<file path="config.mk">
export PLATFORM = sky130hd
export DESIGN_NAME = fwd_ctrl_unit_flat
export DESIGN_NICKNAME = d
export VERILOG_FILES = /design/src/rtl/fwd_ctrl_if.sv /design/src/rtl/fwd_ctrl_unit.sv /design/src/flat_wrapper.sv
export SDC_FILE = /design/constraint.sdc
export NUM_CORES = 1
export LEC_CHECK = 0
export CAP_MARGIN = 30
export CELL_PAD_IN_SITES_DETAIL_PLACEMENT = 1
export CELL_PAD_IN_SITES_GLOBAL_PLACEMENT = 1
export CORE_MARGIN = 1
export CORE_UTILIZATION = 29
export CTS_CLUSTER_SIZE = 30
export DETAILED_ROUTE_END_ITERATION = 8
export HOLD_SLACK_MARGIN = 0.08
export MAX_ROUTING_LAYER = met4
export PLACE_DENSITY_LB_ADDON = 0.1
export SLEW_MARGIN = 15
export SYNTH_ARGS = -nofsm -noshare
export SYNTH_HDL_FRONTEND = slang
export SYNTH_SLANG_ARGS = --single-unit
export TNS_END_PERCENT = 50
</file>
<file path="constraint.sdc">
create_clock -name clk -period 4.85 [get_ports clk]
set_input_delay 0.97 -clock clk [delete_from_list [all_inputs] [get_ports clk]]
set_output_delay 0.97 -clock clk [all_outputs]
set_load 0.01 [all_outputs]
</file>
<file path="src/rtl/fwd_ctrl_if.sv">
// ID-stage decode fields in, EX operand-mux selects and load-use stall out.
// Shared by the forwarding controller (slave) and its ID-stage driver (master).
interface fwd_ctrl_if #(
  parameter int REG_ADDR_W = 5,
  parameter int CNT_W      = 32
);
  // Handshake: there is no valid/ready pair. id_valid qualifies the id_* fields
  // in the cycle they are presented, and stall is the only back-pressure: while
  // stall=1 the ID instruction is not taken and the master must hold it unchanged.
  logic                  id_valid;
  logic [REG_ADDR_W-1:0] id_rs1;
  logic [REG_ADDR_W-1:0] id_rs2;
  logic [REG_ADDR_W-1:0] id_rd;
  logic                  id_regwrite;
  logic                  id_memread;
  logic                  flush;
  logic [1:0]            s_fwd_a;
  logic [1:0]            s_fwd_b;
  logic                  stall;
  logic [CNT_W-1:0]      fwd_cnt;
  logic [CNT_W-1:0]      stall_cnt;

  modport master (
    output id_valid, id_rs1, id_rs2, id_rd, id_regwrite, id_memread, flush,
    input  s_fwd_a, s_fwd_b, stall, fwd_cnt, stall_cnt
  );

  modport slave (
    input  id_valid, id_rs1, id_rs2, id_rd, id_regwrite, id_memread, flush,
    output s_fwd_a, s_fwd_b, stall, fwd_cnt, stall_cnt
  );
endinterface

</file>
<file path="src/rtl/fwd_ctrl_unit.sv">
// Forwarding/load-use hazard controller: tracks EX/MEM destinations, registers EX mux selects.
// Optional statistics counters are enabled by defining FWD_STATS_EN.
module fwd_ctrl_unit #(
  parameter int REG_ADDR_W = 5,
  parameter int CNT_W      = 32
) (
  input logic       clk,
  input logic       rst_n,
  fwd_ctrl_if.slave bus
);

  localparam logic [1:0] SEL_RF    = 2'b00;
  localparam logic [1:0] SEL_EXMEM = 2'b01;
  localparam logic [1:0] SEL_MEMWB = 2'b10;

  logic                  ex_v;
  logic [REG_ADDR_W-1:0] ex_rd;
  logic                  ex_regwrite;
  logic                  ex_memread;
  logic                  mem_v;
  logic [REG_ADDR_W-1:0] mem_rd;
  logic                  mem_regwrite;

  logic                  ex_fwd_ok;
  logic                  mem_fwd_ok;
  logic                  load_use;
  logic                  stall;
  logic                  capture;
  logic [1:0]            sel_a_d;
  logic [1:0]            sel_b_d;
  logic [1:0]            sel_a_q;
  logic [1:0]            sel_b_q;

  // The slot now in EX will sit in EX/MEM when the ID instruction reaches EX,
  // so it wins over the older MEM slot.
  function automatic logic [1:0] src_sel(
    input logic [REG_ADDR_W-1:0] rs,
    input logic                  ex_ok,
    input logic [REG_ADDR_W-1:0] ex_dst,
    input logic                  mem_ok,
    input logic [REG_ADDR_W-1:0] mem_dst
  );
    logic [1:0] sel;
    sel = SEL_RF;
    if (ex_ok && (ex_dst == rs)) begin
      sel = SEL_EXMEM;
    end else if (mem_ok && (mem_dst == rs)) begin
      sel = SEL_MEMWB;
    end
    return sel;
  endfunction

  always_comb begin
    ex_fwd_ok  = ex_v & ex_regwrite & (ex_rd != '0);
    mem_fwd_ok = mem_v & mem_regwrite & (mem_rd != '0);
    load_use   = bus.id_valid & ex_v & ex_memread & (ex_rd != '0) &
                 ((ex_rd == bus.id_rs1) | (ex_rd == bus.id_rs2));
    stall      = load_use & ~bus.flush;
    capture    = bus.id_valid & ~stall & ~bus.flush;
    sel_a_d    = SEL_RF;
    sel_b_d    = SEL_RF;
    if (capture) begin
      sel_a_d = src_sel(bus.id_rs1, ex_fwd_ok, ex_rd, mem_fwd_ok, mem_rd);
      sel_b_d = src_sel(bus.id_rs2, ex_fwd_ok, ex_rd, mem_fwd_ok, mem_rd);
    end
  end

  always_ff @(posedge clk or negedge rst_n) begin
    if (!rst_n) begin
      ex_v         <= 1'b0;
      ex_rd        <= '0;
      ex_regwrite  <= 1'b0;
      ex_memread   <= 1'b0;
      mem_v        <= 1'b0;
      mem_rd       <= '0;
      mem_regwrite <= 1'b0;
      sel_a_q      <= SEL_RF;
      sel_b_q      <= SEL_RF;
    end else begin
      mem_v        <= ex_v;
      mem_rd       <= ex_rd;
      mem_regwrite <= ex_regwrite;
      ex_v         <= capture;
      if (capture) begin
        ex_rd       <= bus.id_rd;
        ex_regwrite <= bus.id_regwrite;
        ex_memread  <= bus.id_memread;
      end
      sel_a_q      <= sel_a_d;
      sel_b_q      <= sel_b_d;
    end
  end

  assign bus.s_fwd_a = sel_a_q;
  assign bus.s_fwd_b = sel_b_q;
  assign bus.stall   = stall;

`ifdef FWD_STATS_EN
  logic [1:0]       fwd_inc;
  logic [CNT_W-1:0] fwd_cnt_q;
  logic [CNT_W-1:0] stall_cnt_q;

  assign fwd_inc = {1'b0, |sel_a_d} + {1'b0, |sel_b_d};

  // Both counters wrap naturally at 2^CNT_W.
  always_ff @(posedge clk or negedge rst_n) begin
    if (!rst_n) begin
      fwd_cnt_q   <= '0;
      stall_cnt_q <= '0;
    end else begin
      fwd_cnt_q   <= fwd_cnt_q + CNT_W'(fwd_inc);
      stall_cnt_q <= stall_cnt_q + CNT_W'(stall);
    end
  end

  assign bus.fwd_cnt   = fwd_cnt_q;
  assign bus.stall_cnt = stall_cnt_q;
`else
  assign bus.fwd_cnt   = {CNT_W{1'b0}};
  assign bus.stall_cnt = {CNT_W{1'b0}};
`endif

endmodule

</file>
<file path="src/flat_wrapper.sv">
// flat-port wrapper written by rule: the top's interface ports become plain ports
module fwd_ctrl_unit_flat 
#(
  parameter int REG_ADDR_W = 5,
  parameter int CNT_W      = 32
)
  (clk, rst_n, bus_id_valid, bus_id_rs1, bus_id_rs2, bus_id_rd, bus_id_regwrite, bus_id_memread, bus_flush, bus_s_fwd_a, bus_s_fwd_b, bus_stall, bus_fwd_cnt, bus_stall_cnt);
  fwd_ctrl_if #(.REG_ADDR_W(REG_ADDR_W), .CNT_W(CNT_W)) bus_i ();
  input logic clk;
  input logic rst_n;
  input wire logic [$bits(bus_i.id_valid)-1:0] bus_id_valid;
  input wire logic [$bits(bus_i.id_rs1)-1:0] bus_id_rs1;
  input wire logic [$bits(bus_i.id_rs2)-1:0] bus_id_rs2;
  input wire logic [$bits(bus_i.id_rd)-1:0] bus_id_rd;
  input wire logic [$bits(bus_i.id_regwrite)-1:0] bus_id_regwrite;
  input wire logic [$bits(bus_i.id_memread)-1:0] bus_id_memread;
  input wire logic [$bits(bus_i.flush)-1:0] bus_flush;
  output wire logic [$bits(bus_i.s_fwd_a)-1:0] bus_s_fwd_a;
  output wire logic [$bits(bus_i.s_fwd_b)-1:0] bus_s_fwd_b;
  output wire logic [$bits(bus_i.stall)-1:0] bus_stall;
  output wire logic [$bits(bus_i.fwd_cnt)-1:0] bus_fwd_cnt;
  output wire logic [$bits(bus_i.stall_cnt)-1:0] bus_stall_cnt;
  assign bus_i.id_valid = bus_id_valid;
  assign bus_i.id_rs1 = bus_id_rs1;
  assign bus_i.id_rs2 = bus_id_rs2;
  assign bus_i.id_rd = bus_id_rd;
  assign bus_i.id_regwrite = bus_id_regwrite;
  assign bus_i.id_memread = bus_id_memread;
  assign bus_i.flush = bus_flush;
  assign bus_s_fwd_a = bus_i.s_fwd_a;
  assign bus_s_fwd_b = bus_i.s_fwd_b;
  assign bus_stall = bus_i.stall;
  assign bus_fwd_cnt = bus_i.fwd_cnt;
  assign bus_stall_cnt = bus_i.stall_cnt;
  fwd_ctrl_unit #(.REG_ADDR_W(REG_ADDR_W), .CNT_W(CNT_W)) u_core (.clk(clk), .rst_n(rst_n), .bus(bus_i));
endmodule
</file>
== Yosys cells after proc, flatten, opt, wreduce, memory -nomap -nowiden ==
Index checks and enable logic that the tools add are counted.

* Flip-flop bits (word level): 19
* Input bits: 21
* Output and inout port bits: 69

* Equal/unequal tests: 4
* Muxes and demuxes: 6
* Bitwise operators: 14
* Reduce and logical (&&, ||, !) cells: 6

{| class="wikitable"
|+ Operators with widths
! kind !! count
|-
| 5-bit equality test || 4
|-
| 2-bit 2-to-1 mux || 6
|-
| 1-bit AND || 11
|-
| 5-bit nonzero test || 2
|-
| 1-bit logical AND || 4
|-
| 1-bit inverter || 2
|-
| 1-bit bitwise OR || 1
|}

== Longest topological paths before layout ==
Gate-level depths: netlist of the first run.

* Depth in word-level cells: 9
* Depth in mapped cells: 7

== Least setup slack after synthesis of the first run ==
Ideal clock, no wire load.

* Path type: input port to output port
* Start: input bus_id_rs2[2]
* End: output bus_stall
* Arrival time: 1.715 ns
* Required time: 3.880 ns
* Slack: 2.165 ns
* Cell stages on the path: 4
* Cell sequence: xor2_1 -> nor3_1 -> nand3_2 -> a21boi_4

* Longest elaborated chain between the ends: 4

{| class="wikitable"
|+ Ends and longest elaborated chain
! item !! line !! text
|-
| from (decl) || flat_wrapper.sv:13 || <nowiki>input wire logic [$bits(bus_i.id_rs2)-1:0] bus_id_rs2;</nowiki>
|-
| 5-bit equality test || fwd_ctrl_unit.sv:57 || <nowiki>((ex_rd == bus.id_rs1) | (ex_rd == bus.id_rs2));</nowiki>
|-
| 1-bit bitwise OR || fwd_ctrl_unit.sv:57 ||
|-
| 1-bit AND || fwd_ctrl_unit.sv:56 || <nowiki>load_use = bus.id_valid & ex_v & ex_memread & (ex_rd != '0) &</nowiki>
|-
| 1-bit AND || fwd_ctrl_unit.sv:58 || <nowiki>stall = load_use & ~bus.flush;</nowiki>
|-
| to (decl) || flat_wrapper.sv:20 || <nowiki>output wire logic [$bits(bus_i.stall)-1:0] bus_stall;</nowiki>
|}

Every way passes these cells.

== Final worst setup path of the first run ==
Same ends and word-level chain as after synthesis.

==> flow_metrics.tcl, run 1 <==
set metrics [dict create \
    syn_avg_cell_area_um2 8.997 \
    grt_antenna_before_repair 0 \
    dominantRegCellSynth "sky130_fd_sc_hd__dfrtp_1" \
    timing.critical_path.to_type "primary output" \
    worstPathMaxFanout 16 \
    busiest_layer "met2" \
    ys.warnings.count 0 \
    worstHoldPathCells 0 \
    pwr_density_cell_mw_per_mm2 254.8 \
    drv.max_cap_violation_count 0 \
    min_period_over_period 0.8295 \
    fp-row-count 26 \
    vias 1080 \
    diodes 0 \
    die_area_mm2 0.005664 \
    drt_drc_violations_left 0 \
    fin_worst_skew_ns 0.006044 \
    fillers 649 \
    cts_sink_cnt 19 \
    path_class "in -> out" \
    nNetsFinal 219 \
    post_cts_hold_buffer_count 0 \
    floorplan.io_pins 90 \
    max-clock-path-buffers 2 \
    synth.cell_area_mm2 0.001556 \
    clk-insertion-delay-late_ns 0.25 \
    globalRouteMet3Util 0.02544 \
    cts-root-buf "sky130_fd_sc_hd__clkbuf_8" \
    gp_congestion 0.8338 \
    synth_edf_count 0 \
    synthArstFlopShare 1.000 \
    grt_pass1_wl_mm 5.175 \
    dpl.hpwl_mm 2.619 \
    cts_repair_resize_count 0 \
    route.detailed.vias_per_inst 4.045 \
    preCtsSetupSlack_ns 0.8188 \
    dr.first_iter.drc_count 25 \
    finalSetupTns_ns 0 \
    number_of_global_route_vias_before_repair 1049 \
    ff2ff_path_depth 4 \
    antenna_violating_nets_post_route 0 \
    post_synth_inst_count 173 \
    final.min_clock_period_ns 4.023 \
    floorplan.die.height_um 75.26 \
    status "complete, no violations" \
    data_required_time_of_the_worst_path_ns 3.88 \
    drive_gt1_frac 0.05076 \
    groute.layer.met2.usage 0.2102 \
    seq_area_um2 475.5 \
    globalRouteTotalUtil 0.1275 \
    drt-wirelength-per-cell_um 12.78 \
    fin_ws_ns 0.8267 \
    power.static_leakage_nw 0.7499 \
    cts-htree-levels 1 \
    sum_of_overflow_across_all_layers_after_global_routing 0 \
    grt_start_max_net_pins 20 \
    power.ir.vdd_worst_v 0.00008275 \
    die_width_um 75.26 \
    routed_wirelength_mm 3.413 \
    yosys.area.top_type "sky130_fd_sc_hd__buf_4" \
    timing.fmax_mhz 248.6 \
    crit_path_start_kind "input pin" \
    yosys.area.top_type_share 0.3087 \
    worstPathArrival_ns 3.05 \
    drt_pass1_iterations 4 \
    clock_pin_slew_on_the_worst_setup_and_hold_paths_ns 0.08 \
    setup_repair_after_global_routing_missed_its_margin "no" \
    multi_input_combinational_cell_area_um2 813.3 \
    slew_viol_final 0 \
    globalRouteMet1Util 0.1608 \
    layout.cells.most_common_list "64 x sky130_fd_sc_hd__conb_1, 25 x sky130_fd_sc_hd__clkdlybuf4s50_1, 19 x sky130_fd_sc_hd__dfrtp_1, 17 x sky130_fd_sc_hd__nand2_1, 12 x sky130_fd_sc_hd__xor2_1" \
    numCtsBuffers 3 \
    finalHoldViolations 0 \
    setup_viol_count_final 0 \
    synth_sequential_area_ratio 0.3055 \
    syn2layout_area_growth_pct 8.842 \
    cts_setup_buffers 0 \
    coreArea_mm2 0.005140 \
    worst_pin_slew_ns 0.5110 \
    netlist-cell-type-count 25 \
    ys_ff_latch 19 \
    timing.hold.worst.class "reg -> reg" \
    worst_slew_margin_rel 0.6594 \
    cts_tree "done" \
    io_buffer_count 25 \
    netlist_top_cells_area "sky130_fd_sc_hd__buf_4 31%, sky130_fd_sc_hd__dfrtp_1 31%, sky130_fd_sc_hd__xor2_1 6.8%" \
    start_util 0.3028 \
    layout.cells.most_common "sky130_fd_sc_hd__conb_1" \
]
## layer usage
layer | vias to the layer above | part of all wire
li1 | 508 | -
met5 | - | 0
met1 | 521 | 0.44
met2 | 49 | 0.49
met3 | 2 | 0.066
met4 | 0 | 0.0041
## Yosys cell counts (2+ instances only)
library cell / number
sky130_fd_sc_hd__a21o_1: 6
sky130_fd_sc_hd__a2bb2oi_1: 6
sky130_fd_sc_hd__buf_4: 64
sky130_fd_sc_hd__clkbuf_1: 5
sky130_fd_sc_hd__dfrtp_1: 19
sky130_fd_sc_hd__nand2_1: 17
sky130_fd_sc_hd__nand3_1: 6
sky130_fd_sc_hd__nand3_2: 2
sky130_fd_sc_hd__nand4_1: 6
sky130_fd_sc_hd__nor3_1: 4
sky130_fd_sc_hd__nor4_1: 4
sky130_fd_sc_hd__o2111ai_1: 2
sky130_fd_sc_hd__or4_1: 2
sky130_fd_sc_hd__xnor2_1: 8
sky130_fd_sc_hd__xor2_1: 12
## worst paths after layout
path	end	slack [ns]	startpoint
worst max-delay path	bus_stall	0.83	bus_id_rs2[2]
worst min-delay path	u_core.mem_v$_DFF_PN0_	0.43	u_core.ex_v$_DFF_PN0_
worst max register to register	u_core.bus.s_fwd_a[1]$_DFF_PN0_	2.83	u_core.ex_rd[0]$_DFFE_PN0P_
worst min register to register	u_core.mem_v$_DFF_PN0_	0.43	u_core.ex_v$_DFF_PN0_
max in group asynchronous	u_core.bus.s_fwd_b[0]$_DFF_PN0_	3.55	rst_n
min in group asynchronous	u_core.bus.s_fwd_a[1]$_DFF_PN0_	0.92	rst_n
## power breakdown
part	total [mW]	leakage, nW	internal [mW]	switching (mW)
clock network	0.112	0.0228	0.0584	0.0541
registers	0.204	0.232	0.177	0.0273
logic	0.115	0.495	0.0485	0.0665
## per-stage QoR
step | hold slack [ns] | std cells | util | power, mW | area, µm²
floorplan | 0.3519 | 236 | - | 0.3157 | 1793
global placement | 0.4090 | 262 | 0.3179 | 0.3193 | 1634
detailed placement | 0.4023 | 262 | 0.3179 | 0.3216 | 1634
CTS | 0.4233 | 266 | 0.3267 | 0.4376 | 1679
global route | 0.4333 | 267 | 0.3296 | 0.4612 | 1694
finish | 0.4294 | 267 | 0.3296 | 0.4317 | 1694
## critical path, stage by stage
cell and delay [ns]:
sky130_fd_sc_hd__clkdlybuf4s50_1 0.45, sky130_fd_sc_hd__xor2_1 0.16, sky130_fd_sc_hd__nor3_1 0.24, sky130_fd_sc_hd__nand3_2 0.36, sky130_fd_sc_hd__a21boi_4 0.30, sky130_fd_sc_hd__clkdlybuf4s50_1 0.56
## cell type report
type | count | area share
sequential | 19 | 0.2807
multi-input combinational | 147 | 0.4801
clock buffer | 4 | 0.02659
tap | 70 | 0.05170
timing repair buffer | 27 | 0.1610
## sequential cells by signal, indices dropped and copies added, names as in the netlist
name                 cells
u_core.ex_v              1
u_core.ex_rd             5
u_core.mem_v             1
u_core.bus.s_fwd_b       2
u_core.mem_regwrite      1
u_core.bus.s_fwd_a       2
u_core.mem_rd            5
u_core.ex_memread        1
u_core.ex_regwrite       1
## logic make-up (layout without fill, tap and decap cells)
group                     after synthesis  after routing  synth area share
and+or+nand+nor                        44             44            0.1463
other                                   1             64          0.002409
xor gates and xnor gates               20             20            0.1125
buffers and inverters                  70             31            0.3240
DFF                                    19             19            0.3055
AOI/OAI and AO/OA                      19             19            0.1093
(Power assumes the default switching activity.)
==> inputs of run 2 (changes only) <==
--- a/config.mk
+++ b/config.mk
@@ -9,7 +9,7 @@
 export CELL_PAD_IN_SITES_DETAIL_PLACEMENT = 1
 export CELL_PAD_IN_SITES_GLOBAL_PLACEMENT = 1
 export CORE_MARGIN = 1
-export CORE_UTILIZATION = 29
+export CORE_UTILIZATION = 27
 export CTS_CLUSTER_SIZE = 30
 export DETAILED_ROUTE_END_ITERATION = 8
 export HOLD_SLACK_MARGIN = 0.08
==> constraint.sdc (replaced) <==
create_clock -name clk -period 3.9 [get_ports clk]
set_input_delay 0.78 -clock clk [delete_from_list [all_inputs] [get_ports clk]]
set_output_delay 0.78 -clock clk [all_outputs]
set_load 0.01 [all_outputs]
==> run 2 against run 1 <==
Effect of this change: hold slack lost 0.0052 ns; sequential share of layout area fell by 0.37 points; largest power group unchanged; sequential power increased by 25%; setup slack lost 0.35 ns; die area grew 7.2%; global-route usage is 0.16 points lower; critical endpoint unchanged; via count up 3.3%; highest routed layer unchanged; clock skew decreased by 0.0039 ns; wire length grew 3.9%; clock-buffer cell count is 1 lower; first-iteration DRC count rose by 52%.
==> flow_metrics.tcl, run 2 (synthesis results as in run 1) <==
set metrics [dict create \
    setup_repair_after_global_routing_missed_its_margin "no" \
    slowest_stage "sky130_fd_sc_hd__clkdlybuf4s50_1" \
    floorplan.die.height_um 77.93 \
    hold_path.startpoint "u_core.ex_v$_DFF_PN0_" \
    die_width_um 77.93 \
    path_class "in -> out" \
    worstPathMaxFanout 4 \
    dr.first_iter.drc_count 38 \
    finalHoldViolations 0 \
    clk-insertion-delay-late_ns 0.26 \
    cts_sink_cnt 19 \
    layout.cells.most_common_list "64 x sky130_fd_sc_hd__conb_1, 25 x sky130_fd_sc_hd__clkdlybuf4s50_1, 19 x sky130_fd_sc_hd__dfrtp_1, 17 x sky130_fd_sc_hd__nand2_1, 12 x sky130_fd_sc_hd__xor2_1" \
    numCtsBuffers 3 \
    grt_pass1_wl_mm 5.754 \
    power.static_leakage_nw 0.7651 \
    antenna_violating_nets_post_route 0 \
    worst_pin_slew_ns 0.5004 \
    fp-row-count 27 \
    power.ir.vdd_worst_v 0.0001364 \
    dpl.hpwl_mm 2.667 \
    floorplan.io_pins 90 \
    drt_pass1_iterations 3 \
    drv.max_cap_violation_count 0 \
    timing.fmax_mhz 292.1 \
    globalRouteTotalUtil 0.1259 \
    biggestRegsByFlops "u_core.ex_rd x5, u_core.mem_rd x5" \
    fin_worst_skew_ns 0.002187 \
    status "complete, no violations" \
    layout.core_utilization 0.3098 \
    post_cts_hold_buffer_count 0 \
    ff2ff_path_depth 5 \
    critical_path.cell_chain "clkdlybuf4s50_1 -> xor2_1 -> nor3_1 -> nand3_2 -> a21boi_4 -> clkdlybuf4s50_1" \
    cpLargestDelayFamily "buffers and inverters" \
    die_area_mm2 0.006072 \
    routed_wirelength_mm 3.545 \
    gp_congestion 0.8748 \
    cts-root-buf "sky130_fd_sc_hd__clkbuf_8" \
    rrSetupSlack_ns 1.98 \
    min_period_over_period 0.8778 \
    worst_slew_margin_rel 0.6664 \
    finalSetupTns_ns 0 \
    worst_r2r_endpoint "u_core.bus.s_fwd_b[1]$_DFF_PN0_" \
    final.min_clock_period_ns 3.423 \
    diodes 0 \
    grt_antenna_before_repair 0 \
    critPathMaxStageDelay_ns 0.56 \
    cts_tree "done" \
    worstHoldPathCells 0 \
    setup_viol_count_final 0 \
    critical_path_buf_inv_count 2 \
    vias 1116 \
    timing.critical_path.to_type "primary output" \
    crit_path_start_kind "input pin" \
    data_required_time_of_the_worst_path_ns 3.12 \
    nNetsFinal 222 \
    pwr_density_cell_mw_per_mm2 314.4 \
    drt-wirelength-per-cell_um 13.03 \
    worstPathArrival_ns 2.64 \
    crit_path_frequent_cell "sky130_fd_sc_hd__clkdlybuf4s50_1" \
    io_buffer_count 25 \
    route.detailed.vias_per_inst 4.103 \
    cts_repair_resize_count 0 \
    syn2layout_area_growth_pct 10.29 \
    number_of_global_route_vias_before_repair 1121 \
    clock_pin_slew_on_the_worst_setup_and_hold_paths_ns 0.07 \
    sum_of_overflow_across_all_layers_after_global_routing 0 \
    coreArea_mm2 0.005540 \
    drt_drc_violations_left 0 \
    cts-htree-levels 1 \
    start_util 0.2809 \
    max-clock-path-buffers 2 \
    timing.hold.worst.class "reg -> reg" \
    layout.cells.most_common "sky130_fd_sc_hd__conb_1" \
    slew_viol_final 0 \
    critical_path.reg2reg.startpoint "u_core.ex_rd[0]$_DFFE_PN0P_" \
    cts_setup_buffers 0 \
    drive_gt1_frac 0.07000 \
    hold_path_end "u_core.mem_v$_DFF_PN0_" \
    grt_start_max_net_pins 20 \
]
## run 2: worst max-delay path by stage
stage / startpoint / end / slack [ns] / depth (start not counted)
after floorplan: bus_id_rs2[2] / bus_stall / 1.59 / 4
after global placement: bus_id_rs2[2] / bus_stall / 0.50 / 6
after detailed placement: bus_id_rs2[2] / bus_stall / 0.46 / 6
after CTS: bus_id_rs2[2] / bus_stall / 0.46 / 6
after global routing: bus_id_rs2[2] / bus_stall / 0.43 / 6
final: bus_id_rs2[2] / bus_stall / 0.48 / 6
## run 2: final cells by class
class	count	area [µm²]
Fill cell	692	3824
Multi-Input combinational cell	147	813.3
Sequential cell	19	475.5
Timing Repair Buffer	30	291.5
Tap cell	72	90.09
Clock buffer	3	41.29
Clock inverter	1	5.005
## run 2: metrics by stage
step                cell area, µm²  cells  setup WS, ns  hold WS [ns]  power, mW
global route                  1717    272        0.4325        0.4574     0.5764
global placement              1659    267        0.4953        0.4054     0.3994
finish                        1717    272        0.4765        0.4242     0.5397
detailed placement            1659    267        0.4589        0.4039     0.4033
CTS                           1705    271        0.4582        0.4295     0.5436
floorplan                     1793    236         1.595        0.3519     0.3927
## run 2: routing by layer
layer  wire, µm  up-vias  part of all wire  track usage
li1           -      512                 -            -
met5          0        -                 0            -
met4         25        0            0.0071      0.02778
met1       1522      545              0.43       0.1512
met2       1752       54              0.49       0.2177
met3        244        5             0.069      0.02471
## run 2: power by group
group          leakage (nW)  internal [mW]  switching [mW]
sequential            0.232          0.220          0.0341
clock                0.0255         0.0711          0.0683
combinational         0.507         0.0619          0.0843
total                 0.765          0.353           0.187
==> inputs of run 3 (changes only) <==
==> constraint.sdc (replaced) <==
create_clock -name clk -period 3.9 [get_ports clk]
set_input_delay 0.975 -clock clk [delete_from_list [all_inputs] [get_ports clk]]
set_output_delay 0.975 -clock clk [all_outputs]
set_load 0.01 [all_outputs]
==> results of run 3 <==
The final DEF is identical to that of run 2. Status: complete, no violations.
Main changes from that run: setup slack after placement 0.4589 ns -> 0.06886 ns; setup slack after layout 0.4765 ns -> 0.08653 ns
